`config.mk`:
```
export PLATFORM = sky130hd
export DESIGN_NAME = hazard_sequencer
export DESIGN_NICKNAME = d
export VERILOG_FILES = /design/src/rtl/pipeline_pkg.sv /design/src/rtl/forward_unit.sv /design/src/rtl/hazard_sequencer.sv
export SDC_FILE = /design/constraint.sdc
export NUM_CORES = 1
export LEC_CHECK = 0
export CAP_MARGIN = 20
export CORE_MARGIN = 5
export CORE_UTILIZATION = 37
export DETAILED_ROUTE_END_ITERATION = 6
export PLACE_DENSITY = 0.89
export SYNTH_ARGS = -nofsm -noshare
export SYNTH_HDL_FRONTEND = slang
export SYNTH_SLANG_ARGS = --single-unit
```
`constraint.sdc`:
```
create_clock -name clk -period 2.8 [get_ports clk]
set_input_delay 0.28 -clock clk [delete_from_list [all_inputs] [get_ports clk]]
set_output_delay 0.28 -clock clk [all_outputs]
set_load 0.02 [all_outputs]
```
`src/rtl/pipeline_pkg.sv`:
```
// Shared constants for the pipeline hazard logic: FSM state codes,
// forwarding-select encodings and the default halting syscall code.
package pipeline_pkg;

    localparam logic [1:0] ST_RUN     = 2'd0;
    localparam logic [1:0] ST_DRAIN   = 2'd1;
    localparam logic [1:0] ST_SERVICE = 2'd2;
    localparam logic [1:0] ST_HALT    = 2'd3;

    localparam logic [1:0] FWD_RF  = 2'b00;
    localparam logic [1:0] FWD_WB  = 2'b01;
    localparam logic [1:0] FWD_MEM = 2'b10;

    localparam logic [31:0] HALT_CODE_DEFAULT = 32'd10;

    // Register $0 is hardwired, so it never takes a bypass; memory beats writeback.
    function automatic logic [1:0] fwd_select(
        input logic [4:0] src,
        input logic [4:0] wr_m,
        input logic       we_m,
        input logic [4:0] wr_w,
        input logic       we_w
    );
        logic [1:0] sel;
        sel = FWD_RF;
        if (src != 5'd0 && src == wr_m && we_m)
            sel = FWD_MEM;
        else if (src != 5'd0 && src == wr_w && we_w)
            sel = FWD_WB;
        return sel;
    endfunction

endpackage

```
`src/rtl/forward_unit.sv`:
```
// Bypass selection for a pair of source operands against the memory
// and writeback destinations.
module forward_unit
    import pipeline_pkg::*;
(
    input  logic [4:0] i_src_a,
    input  logic [4:0] i_src_b,
    input  logic [4:0] i_write_reg_m,
    input  logic       i_reg_write_m,
    input  logic [4:0] i_write_reg_w,
    input  logic       i_reg_write_w,
    output logic [1:0] o_sel_a,
    output logic [1:0] o_sel_b
);

    assign o_sel_a = fwd_select(i_src_a, i_write_reg_m, i_reg_write_m,
                                i_write_reg_w, i_reg_write_w);
    assign o_sel_b = fwd_select(i_src_b, i_write_reg_m, i_reg_write_m,
                                i_write_reg_w, i_reg_write_w);

endmodule

```
`src/rtl/hazard_sequencer.sv`:
```
// Pipeline hazard unit: operand forwarding, load-use and branch stalls,
// and the syscall drain/service/halt sequencer.
module hazard_sequencer
    import pipeline_pkg::*;
#(
    parameter int unsigned  DRAIN_CYCLES = 3,
    parameter logic [31:0]  HALT_CODE    = HALT_CODE_DEFAULT
) (
    input  logic        clk,
    input  logic        reset,
    input  logic [4:0]  rs_d,
    input  logic [4:0]  rt_d,
    input  logic        branch_d,
    input  logic        syscall_d,
    input  logic [4:0]  rs_e,
    input  logic [4:0]  rt_e,
    input  logic [4:0]  write_reg_e,
    input  logic        reg_write_e,
    input  logic        mem_to_reg_e,
    input  logic [4:0]  write_reg_m,
    input  logic [4:0]  write_reg_w,
    input  logic        reg_write_m,
    input  logic        mem_to_reg_m,
    input  logic        reg_write_w,
    input  logic [31:0] syscall_code,
    output logic        stall_f,
    output logic        stall_d,
    output logic        flush_e,
    output logic        forward_ad,
    output logic        forward_bd,
    output logic [1:0]  forward_ae,
    output logic [1:0]  forward_be,
    output logic        syscall_go,
    output logic        halted
);

    logic [1:0] r_state;
    logic [2:0] r_cnt;

    logic [1:0] w_sel_ad;
    logic [1:0] w_sel_bd;
    logic       w_lw_stall;
    logic       w_br_stall;
    logic       w_hazard;
    logic       w_drain_done;
    logic       w_stall;
    logic       w_flush;
    logic       w_go;
    logic       w_halt;

    // Decode comparator only bypasses from memory, so writeback is tied off.
    forward_unit u_fwd_decode (
        .i_src_a       (rs_d),
        .i_src_b       (rt_d),
        .i_write_reg_m (write_reg_m),
        .i_reg_write_m (reg_write_m),
        .i_write_reg_w (5'd0),
        .i_reg_write_w (1'b0),
        .o_sel_a       (w_sel_ad),
        .o_sel_b       (w_sel_bd)
    );

    forward_unit u_fwd_execute (
        .i_src_a       (rs_e),
        .i_src_b       (rt_e),
        .i_write_reg_m (write_reg_m),
        .i_reg_write_m (reg_write_m),
        .i_write_reg_w (write_reg_w),
        .i_reg_write_w (reg_write_w),
        .o_sel_a       (forward_ae),
        .o_sel_b       (forward_be)
    );

    assign forward_ad = (w_sel_ad == FWD_MEM);
    assign forward_bd = (w_sel_bd == FWD_MEM);

    assign w_lw_stall = mem_to_reg_e & ((rt_e == rs_d) | (rt_e == rt_d));
    assign w_br_stall = branch_d &
                        ((reg_write_e  & ((write_reg_e == rs_d) | (write_reg_e == rt_d))) |
                         (mem_to_reg_m & ((write_reg_m == rs_d) | (write_reg_m == rt_d))));
    assign w_hazard   = w_lw_stall | w_br_stall;

    assign w_drain_done = ({29'd0, r_cnt} + 32'd1) >= DRAIN_CYCLES;

    always_ff @(posedge clk) begin
        if (reset) begin
            r_state <= ST_RUN;
            r_cnt   <= 3'd0;
        end else begin
            case (r_state)
                ST_RUN: begin
                    if (syscall_d && !w_hazard) begin
                        r_state <= ST_DRAIN;
                        r_cnt   <= 3'd0;
                    end
                end
                ST_DRAIN: begin
                    if (w_drain_done)
                        r_state <= ST_SERVICE;
                    if (r_cnt != 3'd7)
                        r_cnt <= r_cnt + 3'd1;
                end
                ST_SERVICE: begin
                    r_state <= (syscall_code == HALT_CODE) ? ST_HALT : ST_RUN;
                end
                default: begin
                    r_state <= ST_HALT;
                end
            endcase
        end
    end

    // Reset masks every control output so nothing fires during the reset cycle.
    always_comb begin
        w_stall = 1'b0;
        w_flush = 1'b0;
        w_go    = 1'b0;
        w_halt  = 1'b0;
        if (!reset) begin
            case (r_state)
                ST_RUN: begin
                    w_stall = w_hazard | syscall_d;
                    w_flush = w_hazard | syscall_d;
                end
                ST_DRAIN: begin
                    w_stall = 1'b1;
                    w_flush = 1'b1;
                end
                ST_SERVICE: begin
                    w_flush = 1'b1;
                    w_go    = 1'b1;
                end
                default: begin
                    w_stall = 1'b1;
                    w_flush = 1'b1;
                    w_halt  = 1'b1;
                end
            endcase
        end
    end

    assign stall_f    = w_stall;
    assign stall_d    = w_stall;
    assign flush_e    = w_flush;
    assign syscall_go = w_go;
    assign halted     = w_halt;

endmodule
```
Yosys cells after proc, flatten, opt, wreduce, memory -nomap -nowiden
Cells that the tools add are included.
{"block": "op_classes", "n_addsub": 2, "n_lt_le_gt_ge": 1, "eq_ne": 21, "muxes": 21, "bitwise_logic": 10, "reduce_logical": 23}
{"op": "5-bit == test", "count": 12}
{"op": "32-bit by 4-bit == test with 1-bit output (second input constant)", "count": 1}
{"op": "5-bit nonzero test", "count": 4}
{"op": "2-bit 2-to-1 mux", "count": 7}
{"op": "1-bit logical AND", "count": 13}
{"op": "1-bit 2-to-1 mux", "count": 9}
{"op": "2-bit == test (second input constant)", "count": 3}
{"op": "3-bit 2-to-1 mux", "count": 2}
{"op": "2-bit inequality test (second input constant)", "count": 3}
{"op": "1-bit bitwise OR", "count": 6}
{"op": "2-bit one-hot mux with 3 select lines", "count": 1}
{"op": "3-bit one-hot mux with 2 select lines", "count": 1}
{"op": "3-bit by 1-bit adder with 4-bit output (second input constant)", "count": 1}
{"op": "1-bit AND", "count": 4}
{"op": "4-bit by 2-bit greater-or-equal comparator with 1-bit output (second input constant)", "count": 1}
{"op": "3-bit by 1-bit adder with 3-bit output (second input constant)", "count": 1}
{"op": "3-bit inequality test (second input constant)", "count": 1}
{"op": "3-bit AND reduction", "count": 1}
{"op": "3-bit OR reduction", "count": 1}
{"op": "2-bit by 1-bit == test with 1-bit output (second input constant)", "count": 1}
{"op": "2-bit logical NOT", "count": 1}
{"op": "1-bit one-hot mux with 2 select lines", "count": 1}
{"op": "2-bit AND reduction", "count": 1}
{"op": "2-bit nonzero test", "count": 1}
{"op": "1-bit logical NOT", "count": 1}
{"block": "word_totals", "regBits": 5, "input_bits": 76, "output_inout_bits": 11, "word_cells": 80}

Longest topological paths before layout
{"block": "logic_depth", "ltp_word": 10, "ltp_mapped": 8, "depth_no_buf": 8}

Modules after synthesis
A second synthesis with hierarchy kept.
{"block": "hier_totals", "hier_cells": 177, "hier_area_um2": 1363.8}
{"module": "hazard_sequencer", "n_inst": 1, "cells_per_inst": 105, "area_each_um2": 808.3, "seq_area_each_um2": 100.1}
{"module": "forward_unit", "n_inst": 2, "cells_per_inst": 36, "area_each_um2": 277.8, "seq_area_each_um2": 0.0}

Worst setup path after synthesis
Ideal clock, no wire load.
{"block": "synth_path", "path_type": "input -> output", "start": "input rt_e[1]", "end": "output stall_f", "arrival_time_ns": 2.061, "required_ns": 2.520, "path_slack_ns": 0.459, "stages": 8, "n_path_buf": 2, "cell_sequence": "buf_4 xor2_1 nor4_1 nand3_1 o31ai_1 a311oi_4 a221oi_1 buf_4"}
{"block": "synth_between", "elab_chain_cells": 7, "elab_cells_between_ends": 8, "classes_between": "eq/ne (2); mux (2); bitwise (4)"}
{"item": "start: declaration", "line_no": "hazard_sequencer.sv:16", "rtl": "input logic [4:0] rt_e,"}
{"item": "5-bit == test", "line_no": "hazard_sequencer.sv:77", "rtl": "assign w_lw_stall = mem_to_reg_e & ((rt_e == rs_d) | (rt_e == rt_d));"}
{"item": "1-bit bitwise OR *", "line_no": "hazard_sequencer.sv:77"}
{"item": "1-bit AND *", "line_no": "hazard_sequencer.sv:77"}
{"item": "1-bit bitwise OR *", "line_no": "hazard_sequencer.sv:81", "rtl": "assign w_hazard = w_lw_stall | w_br_stall;"}
{"item": "1-bit bitwise OR *", "line_no": "hazard_sequencer.sv:122", "rtl": "w_stall = w_hazard | syscall_d;"}
{"item": "1-bit one-hot mux with 2 select lines *", "line_no": "hazard_sequencer.sv:120", "rtl": "case (r_state)"}
{"item": "1-bit 2-to-1 mux *", "line_no": "hazard_sequencer.sv:119", "rtl": "if (!reset) begin"}
{"item": "end: declaration", "line_no": "hazard_sequencer.sv:26", "rtl": "output logic stall_f,"}
Mark *: on every way between the ends. The rest lies on a longest branch, timed or not.

Final worst setup path
{"block": "layout_path", "start": "input rt_e[3]", "end": "output flush_e"}
{"block": "layout_between", "elab_chain_cells": 7, "elab_cells_between_ends": 8, "classes_between": "eq/ne (2); mux (2); bitwise (4)"}
{"item": "5-bit == test", "line_no": "hazard_sequencer.sv:77"}
{"item": "1-bit bitwise OR *", "line_no": "hazard_sequencer.sv:77"}
{"item": "1-bit AND *", "line_no": "hazard_sequencer.sv:77"}
{"item": "1-bit bitwise OR *", "line_no": "hazard_sequencer.sv:81"}
{"item": "1-bit bitwise OR *", "line_no": "hazard_sequencer.sv:123", "rtl": "w_flush = w_hazard | syscall_d;"}
{"item": "1-bit 2-to-1 mux *", "line_no": "hazard_sequencer.sv:120"}
{"item": "1-bit 2-to-1 mux *", "line_no": "hazard_sequencer.sv:119"}
{"item": "end: declaration", "line_no": "hazard_sequencer.sv:28", "rtl": "output logic flush_e,"}
Marked as above.

==> flow_summary.rst <==
.. list-table::
   :header-rows: 1

   * - Metric
     - Value
   * - Final RePlAce weighted congestion
     - 0.964
   * - Leakage
     - 0.000846 uW
   * - Worst Tran Pin Value
     - 0.404 ns
   * - Unrepaired setup endpoints after global routing
     - false
   * - Fill cell instance count of the final layout
     - 256
   * - Drt pass-1 iters
     - 4
   * - Post-synth ARST share
     - 0
   * - Finished Core Util
     - 0.734
   * - Area Overhead vs Synth
     - 91.4%
   * - Start-to-end type of the worst setup path
     - in2out
   * - Number of buffers added by the clock tree synthesis step
     - 3
   * - Final Setup Violations
     - 0
   * - Highest fanout seen on the critical path
     - 5
   * - Total of warnings raised by yosys
     - 0
   * - Count of mapped cells out of synthesis
     - 152
   * - Worst reg2reg setup slack
     - 1.01 ns
   * - Vias in the first global route
     - 1716
   * - CP endpoint kind
     - output pin
   * - Setup crit start kind
     - input port
   * - Required time at the endpoint of the critical path
     - 2.52 ns
   * - Share of the synthesized area in the top cell type
     - 0.225
   * - Achievable frequency
     - 383 MHz
   * - Standard cell core area
     - 3050 um2
   * - Most instantiated library cell after synthesis
     - xnor2_1
   * - Drt first-iter violations
     - 61
   * - Overflow left after global routing
     - 0
   * - Period utilization
     - 0.932
   * - Clock latency reported for the late side of the worst-skew pair
     - 0.25 ns
   * - Port buffer count
     - 86
   * - Wire length of the first global-routing pass
     - 7420 um
   * - Clk sink count
     - 5
   * - Largest net degree at the start of global routing
     - 13
   * - Data arrival, critical path
     - 2.33 ns
   * - Avg Synthesized Cell Area
     - 7.70 um2
   * - Final non-filler cell total
     - 303
   * - # diodes
     - 0
   * - Post-layout nets
     - 339
   * - Clock skew after layout
     - 0.00558 ns
   * - Run status
     - complete, no violations
   * - Floorplan die width
     - 66.2 um
   * - Max Slew Vio Count
     - 0
   * - Netlist area before placement
     - 1170 um2
   * - Max IR drop VDD
     - 0.102 mV
   * - Global routing usage summed across all routing layers
     - 0.212
   * - Overall die area
     - 4390 um2
   * - Synth area leaders
     - xnor2_1, xor2_1, dfxtp_1, nor4_1, nor2_1
   * - Multi-input gate area in the final layout
     - 977 um2
   * - Wirelength, routed
     - 4550 um
   * - Sequential fraction of the synthesis area
     - 0.0856
   * - Net count after synthesis
     - 231
   * - Starting Density
     - 0.383
   * - # hold bufs at CTS
     - 0
   * - Num rows
     - 20
   * - Synth unique cells
     - 33
   * - Min Tclk post-route
     - 2.61 ns
   * - # IOs
     - 87
   * - Post-DR vias/cell
     - 5.19
   * - WL/cell
     - 15.0 um
   * - Register area
     - 100 um2
   * - Initial antenna violation count
     - 0
   * - Root Driver
     - clkbuf_4
   * - CTS tree
     - done
   * - Final Hold Violating Endpoints
     - 0
   * - Number of enable flip-flop cells after synthesis
     - 0
   * - Clock edge transition at the registers on the reported setup and hold paths
     - 0.04 ns
   * - Number of flip-flops and latches in the synthesized netlist
     - 5
   * - HPWL after DPL
     - 4080 um
   * - Total power divided by cell area
     - 217 nW/um2
   * - Max-capacitance violation count
     - 0
   * - Vias
     - 1572
   * - Max-Slew Margin vs Limit
     - 0.728
   * - Number of placed instances, taps included
     - 299
   * - Yosys top cell by area
     - xnor2_1
   * - Final antenna-violating net count
     - 0
   * - Clock H-tree levels
     - 1
   * - Share of post-route cells with drive strength above 1
     - 0.131
   * - Die Y
     - 66.2 um
   * - Number of design rule violations left after detail routing
     - 0
   * - Ys flop type
     - dfxtp_1
   * - Synth cell count leaders
     - xnor2_1, xor2_1, nor2_1, nor4_1, nand4_1
   * - Hold WC Path Type
     - reg2reg
   * - Number of buffers between clock root and the deepest sink
     - 2
## final cells by class
| class | instances | share of cell area |
|---|---|---|
| timing repair buffer | 113 | 0.474 |
| multi-input combinational | 132 | 0.436 |
| sequential | 5 | 0.0447 |
| tap | 44 | 0.0246 |
| clock buffer | 4 | 0.0117 |
| inverter | 5 | 0.00838 |
## final timing paths
| check | start | depth (start not counted) | end |
|---|---|---|---|
| setup reg to reg | r_cnt[1] | 6 | r_state[0] |
| hold / removal | r_cnt[2] | 2 | r_cnt[2] |
| setup / recovery | rt_e[3] | 10 | flush_e |
| hold reg to reg | r_cnt[2] | 2 | r_cnt[2] |
## per-stage QoR
stage	hold slack [ns]	total power [uW]	worst slack, ns	cell area (um2)	TNS [ns]
global route	0.568	516	0.0699	2240	0
global placement	0.517	392	-0.108	2200	-0.396
finish	0.537	485	0.189	2240	0
CTS	0.539	486	0.120	2220	0
floorplan	0.474	223	0.459	1170	0
detailed placement	0.533	401	-0.173	2200	-0.548
## power breakdown
group | switching (uW) | internal, uW | total [uW]
Combinational | 120 | 190 | 310
Clock | 32.1 | 54.0 | 86.1
Sequential | 12.3 | 77.2 | 89.5
Total | 164 | 321 | 485
## placed cells by master (no fill, tap or decap), drive strengths merged, types with 3 or more instances in the layout
master          n
clkdlybuf4s50  81
xnor2          30
buf            27
xor2           20
nor2           12
nor4           12
nand4           7
nor3            6
nand3           6
nand2           5
inv             5
a31oi           5
dfxtp           5
or4             4
clkbuf          4
o21ai           3
a21oi           3
o41ai           3
ha              3
dlygate4sd2     3
## registers in the layout (all words and copies together) (netlist names)
| register | count |
|---|---|
| r_cnt | 3 |
| r_state | 2 |
## layer usage
layer / GRT usage / vias up / share of wire
met5: 0 / - / 0
met4: 0.0711 / 0 / 0.025
met3: 0.0595 / 13 / 0.11
met2: 0.409 / 76 / 0.51
met1: 0.212 / 710 / 0.35
li1: - / 773 / -
## worst max-delay path, cell delays in order
cell and delay, ns:
clkdlybuf4s50_1 0.44, buf_4 0.17, xor2_1 0.17, nor4_2 0.30, nand3_1 0.10, o31ai_1 0.12
a311oi_4 0.09, buf_4 0.17, a31oi_1 0.15, dlygate4sd2_1 0.35
## cell families after synthesis
family,share of synthesized area
DFF,0.0856
adders and majority gates,0.0321
buffers and inverters,0.0898
and+or+nand+nor,0.255
AOI/OAI and AO/OA,0.164
xor gates and xnor gates,0.374
## timing repair
item                       4_1_cts  5_1_grt
setup endpoints to repair        4        4
setup buffers                    0        0
gates resized for setup          4        4
(Power assumes the default switching activity.)
